--- src/rtl/imem_pkg.sv ---
// Shared instruction-memory definitions: geometry of the instruction RAM/ROM
// and the loader state encoding, plus the word-count clamp used by the loader.
package imem_pkg;

    localparam int IMEM_ADDR_W = 8;
    localparam int IMEM_WORDS  = 64;
    localparam int INSTR_W     = 32;

    typedef enum logic [1:0] {
        IDLE  = 2'd0,
        LOAD  = 2'd1,
        WRITE = 2'd2,
        DONE  = 2'd3
    } loader_state_t;

    // Limit a requested word count to the memory capacity so the
    // write address can never wrap past the last word.
    function automatic logic [6:0] clamp_count(input logic [6:0] n, input int max_words);
        return (int'(n) > max_words) ? 7'(max_words) : n;
    endfunction

endpackage

--- src/rtl/byte_packer.sv ---
// Little-endian byte assembler: the k-th accepted byte lands in byte lane k
// of the output word. word_full flags the accept that completes a word.
module byte_packer
    import imem_pkg::*;
#(
    parameter int DATA_W = INSTR_W
) (
    input  logic              clk,
    input  logic              rst_n,
    input  logic              clear,
    input  logic              accept,
    input  logic [7:0]        byte_data,
    output logic              word_full,
    output logic [DATA_W-1:0] word
);

    localparam int LANES = DATA_W / 8;

    logic [1:0] byte_idx_reg;

    // Byte counter: position of the next byte within the word.
    always_ff @(posedge clk or negedge rst_n) begin
        if (!rst_n) begin
            byte_idx_reg <= '0;
        end else if (clear) begin
            byte_idx_reg <= '0;
        end else if (accept) begin
            byte_idx_reg <= byte_idx_reg + 2'd1;
        end
    end

    assign word_full = accept && (byte_idx_reg == 2'(LANES - 1));

    genvar gi;
    generate
        for (gi = 0; gi < LANES; gi++) begin : g_lane
            logic [7:0] lane_reg;

            // Lane gi captures the byte accepted while the counter points at it.
            always_ff @(posedge clk or negedge rst_n) begin
                if (!rst_n) begin
                    lane_reg <= '0;
                end else if (clear) begin
                    lane_reg <= '0;
                end else if (accept && (byte_idx_reg == 2'(gi))) begin
                    lane_reg <= byte_data;
                end
            end

            assign word[8*gi +: 8] = lane_reg;
        end
    endgenerate

endmodule

--- src/rtl/imem_loader.sv ---
// Instruction-memory loader: accepts a byte stream, packs it into 32-bit
// words and writes them to consecutive word addresses while holding the core.
module imem_loader
    import imem_pkg::*;
#(
    parameter int ADDR_W    = IMEM_ADDR_W,
    parameter int DATA_W    = INSTR_W,
    parameter int MAX_WORDS = IMEM_WORDS
) (
    input  logic              clk,
    input  logic              rst_n,
    input  logic              start,
    input  logic [6:0]        word_count,
    input  logic              abort,
    input  logic              byte_valid,
    input  logic [7:0]        byte_data,
    output logic              byte_ready,
    output logic              mem_we,
    output logic [ADDR_W-1:0] mem_addr,
    output logic [DATA_W-1:0] mem_wdata,
    output logic              cpu_hold,
    output logic              busy,
    output logic              done
);

    localparam int IDX_W = ADDR_W - 2;

    loader_state_t     state_reg, state_next;
    logic [IDX_W-1:0]  word_idx_reg;
    logic [6:0]        count_reg;
    logic [6:0]        clamped_count;
    logic              start_load;
    logic              next_word;
    logic              packer_clear;
    logic              accept;
    logic              word_full;
    logic              last_word;
    logic [DATA_W-1:0] packed_word;

    assign clamped_count = clamp_count(word_count, MAX_WORDS);
    assign accept        = (state_reg == LOAD) && byte_valid;
    assign last_word     = ((7'(word_idx_reg) + 7'd1) == count_reg);

    byte_packer #(.DATA_W(DATA_W)) u_packer (
        .clk       (clk),
        .rst_n     (rst_n),
        .clear     (packer_clear),
        .accept    (accept),
        .byte_data (byte_data),
        .word_full (word_full),
        .word      (packed_word)
    );

    // State register plus latched word count and current word index.
    always_ff @(posedge clk or negedge rst_n) begin
        if (!rst_n) begin
            state_reg    <= IDLE;
            count_reg    <= '0;
            word_idx_reg <= '0;
        end else begin
            state_reg <= state_next;
            if (start_load) begin
                count_reg    <= clamped_count;
                word_idx_reg <= '0;
            end else if (next_word) begin
                word_idx_reg <= word_idx_reg + 1'b1;
            end
        end
    end

    // Next-state logic; abort wins over progress in LOAD and WRITE.
    always_comb begin
        state_next   = state_reg;
        start_load   = 1'b0;
        next_word    = 1'b0;
        packer_clear = 1'b0;
        unique case (state_reg)
            IDLE: begin
                if (start) begin
                    start_load   = 1'b1;
                    packer_clear = 1'b1;
                    state_next   = (clamped_count == 7'd0) ? DONE : LOAD;
                end
            end
            LOAD: begin
                if (abort) begin
                    packer_clear = 1'b1;
                    state_next   = IDLE;
                end else if (word_full) begin
                    state_next = WRITE;
                end
            end
            WRITE: begin
                if (abort) begin
                    packer_clear = 1'b1;
                    state_next   = IDLE;
                end else if (last_word) begin
                    state_next = DONE;
                end else begin
                    next_word    = 1'b1;
                    packer_clear = 1'b1;
                    state_next   = LOAD;
                end
            end
            DONE: begin
                state_next = IDLE;
            end
            default: begin
                state_next = IDLE;
            end
        endcase
    end

    // Outputs decode only registered state; address/data are zero off-write.
    assign byte_ready = (state_reg == LOAD);
    assign mem_we     = (state_reg == WRITE);
    assign mem_addr   = (state_reg == WRITE) ? {word_idx_reg, 2'b00} : '0;
    assign mem_wdata  = (state_reg == WRITE) ? packed_word : '0;
    assign busy       = (state_reg != IDLE);
    assign cpu_hold   = (state_reg != IDLE);
    assign done       = (state_reg == DONE);

endmodule

--- config.mk ---
export PLATFORM = sky130hd
export DESIGN_NAME = imem_loader
export DESIGN_NICKNAME = d
export VERILOG_FILES = /design/src/rtl/imem_pkg.sv /design/src/rtl/byte_packer.sv /design/src/rtl/imem_loader.sv
export SDC_FILE = /design/constraint.sdc
export NUM_CORES = 1
export LEC_CHECK = 0
export BUFFER_PORTS_ARGS = -buffer_cell sky130_fd_sc_hd__buf_2
export CAP_MARGIN = 20
export CORE_MARGIN = 2
export CORE_UTILIZATION = 40
export DETAILED_ROUTE_END_ITERATION = 10
export PLACE_DENSITY_LB_ADDON = 0.12
export SLEW_MARGIN = 20
export SYNTH_ARGS = -nofsm -noshare
export SYNTH_HDL_FRONTEND = slang
export SYNTH_SLANG_ARGS = --single-unit
--- constraint.sdc ---
create_clock -name clk -period 6 [get_ports clk]
set_input_delay 1.8 -clock clk [delete_from_list [all_inputs] [get_ports clk]]
set_output_delay 1.8 -clock clk [all_outputs]
set_load 0.05 [all_outputs]
### After elaboration in Yosys (flattened, before gate mapping)

Cells that the tools add are included.

| storage, ports and cells | value |
|---|---|
| register bits | 49 |
| input port bits | 20 |
| output and inout port bits | 45 |
| word-level logic and storage cells | 67 |

| cells by class | value |
|---|---|
| $add $sub $neg | 3 |
| magnitude comparators | 1 |
| eq/ne operators | 9 |
| mux-type cells | 30 |
| reduce and logical (&&, ||, !) cells | 16 |

Operators by type and width:

| cell | number |
|---|---|
| 8-bit two-way mux | 9 |
| 32-bit two-way mux | 1 |
| 2-bit two-way mux | 8 |
| 2-bit nonzero test | 7 |
| 6-bit two-way mux | 2 |
| 2-bit equality test (second input constant) | 4 |
| 2-bit one-hot mux with 4 select lines | 1 |
| 6-bit by 1-bit adder with 7-bit output (second input constant) | 1 |
| 7-bit equality test | 1 |
| 7-bit > comparator (second input constant) | 1 |
| 7-bit logical NOT | 1 |
| 1-bit two-way mux | 7 |
| 7-bit two-way mux | 1 |
| 6-bit by 1-bit adder with 6-bit output (second input constant) | 1 |
| 1-bit logical AND | 5 |
| 2-bit by 1-bit equality test with 1-bit output (second input constant) | 2 |
| 2-bit logical NOT | 2 |
| 3-bit by 2-bit != test with 1-bit output (second input constant) | 1 |
| 1-bit one-hot mux with 3 select lines | 1 |
| 2-bit by 1-bit adder with 2-bit output (second input constant) | 1 |
| 2-bit != test (second input constant) | 1 |
| 2-bit AND reduction | 1 |

### Depth between registers and ports, before layout

| logic depth | value |
|---|---|
| depth after elaboration | 7 |
| depth in mapped cells | 8 |
| mapped depth without buffers | 7 |

### By module

A second synthesis with hierarchy kept.

| second synthesis, totals | value |
|---|---|
| cell total of the unflattened synthesis | 288 |
| area total of the unflattened synthesis | 2,831.5 um^2 |

Modules (own cells, without submodules):

| module | times used | cells each | area each (um^2) | sequential area each (um^2) |
|---|---|---|---|---|
| byte_packer | 1 | 127 | 1,580.3 | 850.8 |
| imem_loader | 1 | 161 | 1,251.2 | 375.4 |

### Worst setup path before layout

No wires, ideal clock.

| timing path | value |
|---|---|
| path type | register to output |
| from | reg state_reg[0] |
| to | out mem_wdata[22] |
| data arrival time | 1,775 ps |
| data required time | 4,200 ps |
| slack | 2,425 ps |
| stages on the path, launching flop included | 4 |
| cells stage by stage | dfrtp_1 > nor2b_1 > clkbuf_1 > and2_1 |

| on the way | value |
|---|---|
| word-level cells in the longest chain between the ends | 2 |

RTL lines:

| what | line | RTL |
|---|---|---|
| from (decl) | imem_loader.sv:28 | `loader_state_t state_reg, state_next;` |
| from (signal assigned) | imem_loader.sv:61 | `state_reg <= state_next;` |
| 2-bit equality test | - |  |
| via mem_we | imem_loader.sv:18 | `output logic mem_we,` |
| 32-bit two-way mux | imem_loader.sv:118 | `assign mem_wdata = (state_reg == WRITE) ? packed_word : '0;` |
| to (decl) | imem_loader.sv:20 | `output logic [DATA_W-1:0] mem_wdata,` |

The timed path passes the listed nets, and every way through them passes these cells.

### Final worst setup path

| timing path | value |
|---|---|
| from | reg state_reg[0] |
| to | out mem_wdata[31] |

| on the way | value |
|---|---|
| word-level cells in the longest chain between the ends | 2 |

RTL lines:

| what | line |
|---|---|
| 2-bit equality test | imem_loader.sv:118 |
| 32-bit two-way mux | imem_loader.sv:118 |

No other way between the ends.

==> metrics.md <==
| Metric | Value |
|---|---|
| Status | `finished clean` |
| CTS Hold Buffers Added | `0` |
| FF-to-FF setup slack | `3370 ps` |
| Top FF cell, synth | `dfrtp_1` |
| Initial Util | `0.414` |
| Area of the mapped netlist | `0.00281 mm2` |
| Worst Path Arrival | `2170 ps` |
| Grt met1 use | `0.279` |
| Die Span Y | `87.8 um` |
| Max cap viols | `0` |
| Global-route wire length before repair | `11100 um` |
| Static Leak | `1.49 nW` |
| # diodes | `0` |
| Worst flop-to-flop path startpoint | `word_idx_reg[0]$_DFFE_PN0P_` |
| Post-synthesis average cell area | `between 9 and 10 um2` |
| CP Depth | `4` |
| Post-CTS Setup Inserts | `0` |
| Core ar. | `0.00679 mm2` |
| M2 GR Usage | `0.282` |
| Filler instances | `700` |
| GR Util All Layers | `0.186` |
| Worst hold stages | `2` |
| Drt pass-1 iters | `4` |
| Area contributors post-synth | `dfrtp_1, nand2_1, and2_1` |
| TritonCTS clock tree | `built` |
| Largest register FFs | `32` |
| Final slew viol count | `0` |
| CP top delay family | `simple AND/OR/NAND/NOR gates` |
| Seq/Total Area, Yosys | `0.436` |
| Starting DRT DRC Count | `155` |
| Clock sink count | `49` |
| # setup viols final | `0` |
| Crit path launch type | `flip-flop` |
| Synth top cells by count | `nand2_1, dfrtp_1, and2_1` |
| Worst Path Required | `4200 ps` |
| Num CTS Buffers | `5` |
| CTS resizes | `0` |
| Die width | `87.8 um` |
| Slew of the pin with the lowest slew margin | `850 ps` |
| H-tree depth | `2` |
| Synth area leader | `dfrtp_1` |
| Initial antenna violation count | `0` |
| Peak supply drop | `0.0964 mV` |
| Setup WS pre-CTS | `2370 ps` |
| Setup ws final | `slightly above 2000 ps` |
| Slowest cell on the critical path | `nor2b_2` |
| Via-to-Cell Ratio | `4.84` |
| Worst R2R Path Depth | `7` |
| Largest stage delay, worst path | `630 ps` |
| RSZ-0062 raised after global routing | `false` |
| IO Pins | `65` |
| Row Count | `30` |
| Largest net degree at the start of global routing | `50` |
| Critical-path maximum fanout | `22` |
| Worst hold path class | `reg -> reg` |
| DRC viols | `0` |
| Grt peak-use layer | `met2` |
| Die area | `0.00771 mm2` |
| Wirelength per Cell | `14.5 um` |
| Crit path buf inv count | `2` |
| HPWL after detailed placement | `4680 um` |
| EDFF count, synth | `0` |
| Setup CP Type | `reg -> out` |
| Yosys reg bits | `49` |
| Worst Setup SP | `state_reg[0]$_DFFE_PN0P_` |
| Vias in the first global route | `2191` |
| Relative slew slack | `0.427` |
| Yosys top cell area share | `0.436` |
| GR met3 Demand/Resource | `0.0320` |
| GPL Wtd Cong | `0.800` |
| Fin Setup TNS | `0 ps` |
| Clock root buffer | `clkbuf_8` |
| Clock transition at the registers of the reported paths | `100 ps` |
| Vias | `approximately 2200` |
| Sequence of cells on the critical path | `nor2b_2, buf_4, and2_1, buf_2` |
| Total congestion overflow | `0` |
| Period utilisation layout | `0.661` |
| Clk_lat worst skew | `about 310 ps` |
| Routed wire length | `6670 um` |
| Most frequent cell after synthesis | `nand2_1` |
| Post-route ant nets | `0` |
| YS warnings | `0` |
| Worst setup endpoint | `mem_wdata[31]` |
| Fin nets | `389` |
| Yosys cell types | `45` |
| Final period demand of the worst path | `3970 ps` |
| CTS Buffer Depth | `2` |
| Layout cells sized above 1 | `0.310` |
| Worst Skew | `14.4 ps` |
| Final hold violations | `0` |
| Share of flip-flops with an asynchronous set or reset | `1.00` |
| Worst R2R End | `word_idx_reg[2]$_DFFE_PN0P_` |
| Area grow syn2layout | `15.9%` |
| Post-Syn Instances | `309` |
| Critical path capture point type | `output port` |
| # port buffers | `62` |
| Power density over the cells | `212 mW/mm2` |
| Fmax achieved | `252 MHz` |
[metrics by stage]
| stage | utilization | cells | hold slack [ps] | instance area, um2 | power, W |
|---|---|---|---|---|---|
| floorplan | - | 310 | 469 | 2810 | 0.000461 |
| global placement | 0.466 | 453 | 493 | 3170 | 0.000493 |
| detailed placement | 0.466 | 453 | 501 | 3170 | 0.000494 |
| CTS | 0.479 | 461 | 523 | 3260 | 0.000698 |
| global route | 0.479 | 461 | 542 | 3260 | 0.000728 |
| finish | 0.479 | 461 | 516 | 3260 | 0.000690 |
[final cells by class]
class,instances,area (um2),share of cell area
clock buffer,5,68.8,0.0211
multi-input combinational,237,1460,0.450
inverter,6,22.5,0.00692
tap,96,120,0.0369
clock inverter,3,21.3,0.00653
timing repair buffer,65,333,0.102
sequential,49,1230,0.377
[worst min-delay path, cell delays in order (launching register included)]
cell and delay, ps:
dfrtp_1 370, nand2_1 60, o21ai_0 60
[per-layer routing]
layer | routed length, um | part of all wire
met3 | 278 | 0.042
met1 | 3370 | 0.51
met5 | 0 | 0
met4 | 60 | 0.0090
met2 | 2950 | 0.44
[cell usage in the layout, fill, tap and decap left out, types with 2 or more instances in the layout]
cell | Yosys | final
and2_1 | 41 | 41
o21ai_1 | 2 | 2
clkbuf_8 | 0 | 5
and3_1 | 4 | 4
nand2b_1 | 9 | 9
a211o_1 | 2 | 2
nand2_1 | 78 | 78
nand3_1 | 3 | 3
nor3_1 | 2 | 2
xor2_1 | 2 | 2
buf_2 | 2 | 62
inv_1 | 6 | 6
conb_1 | 1 | 2
nor2_2 | 2 | 2
nor4_1 | 2 | 2
a21oi_1 | 6 | 6
nor3b_1 | 3 | 3
or3_1 | 2 | 2
a21oi_2 | 28 | 28
o21ai_0 | 8 | 8
dfrtp_1 | 49 | 49
o211ai_1 | 2 | 2
nor2_1 | 7 | 7
xnor2_1 | 5 | 5
nand3_2 | 2 | 2
buf_4 | 3 | 3
nor2b_1 | 5 | 4
ha_1 | 5 | 5
[cell families (layout without fill, tap and decap cells)]
logic type,count (synthesis),count (layout),synth area share
adders and majority gates,5,5,0.0223
AOI/OAI and AO/OA,55,55,0.158
other,1,2,0.00133
xor gates and xnor gates,8,8,0.0307
and+or+nand+nor,166,166,0.303
DFF,49,49,0.436
muxes,1,1,0.00401
buffers and inverters,24,79,0.0450
[worst min-delay path by stage]
stage / start / end / slack [ps]
detailed placement: count_reg[1]$_DFFE_PN0P_ / count_reg[1]$_DFFE_PN0P_ / 500
finish: count_reg[1]$_DFFE_PN0P_ / count_reg[1]$_DFFE_PN0P_ / 520
CTS: count_reg[1]$_DFFE_PN0P_ / count_reg[1]$_DFFE_PN0P_ / 520
global route: u_packer.g_lane[0].lane_reg[0]$_DFFE_PN0P_ / u_packer.g_lane[0].lane_reg[0]$_DFFE_PN0P_ / 540
global placement: count_reg[3]$_DFFE_PN0P_ / count_reg[3]$_DFFE_PN0P_ / 490
floorplan: count_reg[1]$_DFFE_PN0P_ / count_reg[1]$_DFFE_PN0P_ / 470
[power by group]
group	switching, W	internal, W	total [W]
logic	0.0000884	0.0000371	0.000125
clock network	0.000120	0.0000830	0.000203
registers	0.0000145	0.000347	0.000361
total	0.000223	0.000467	0.000690
No activity file was read; power rests on OpenSTA's default activity.
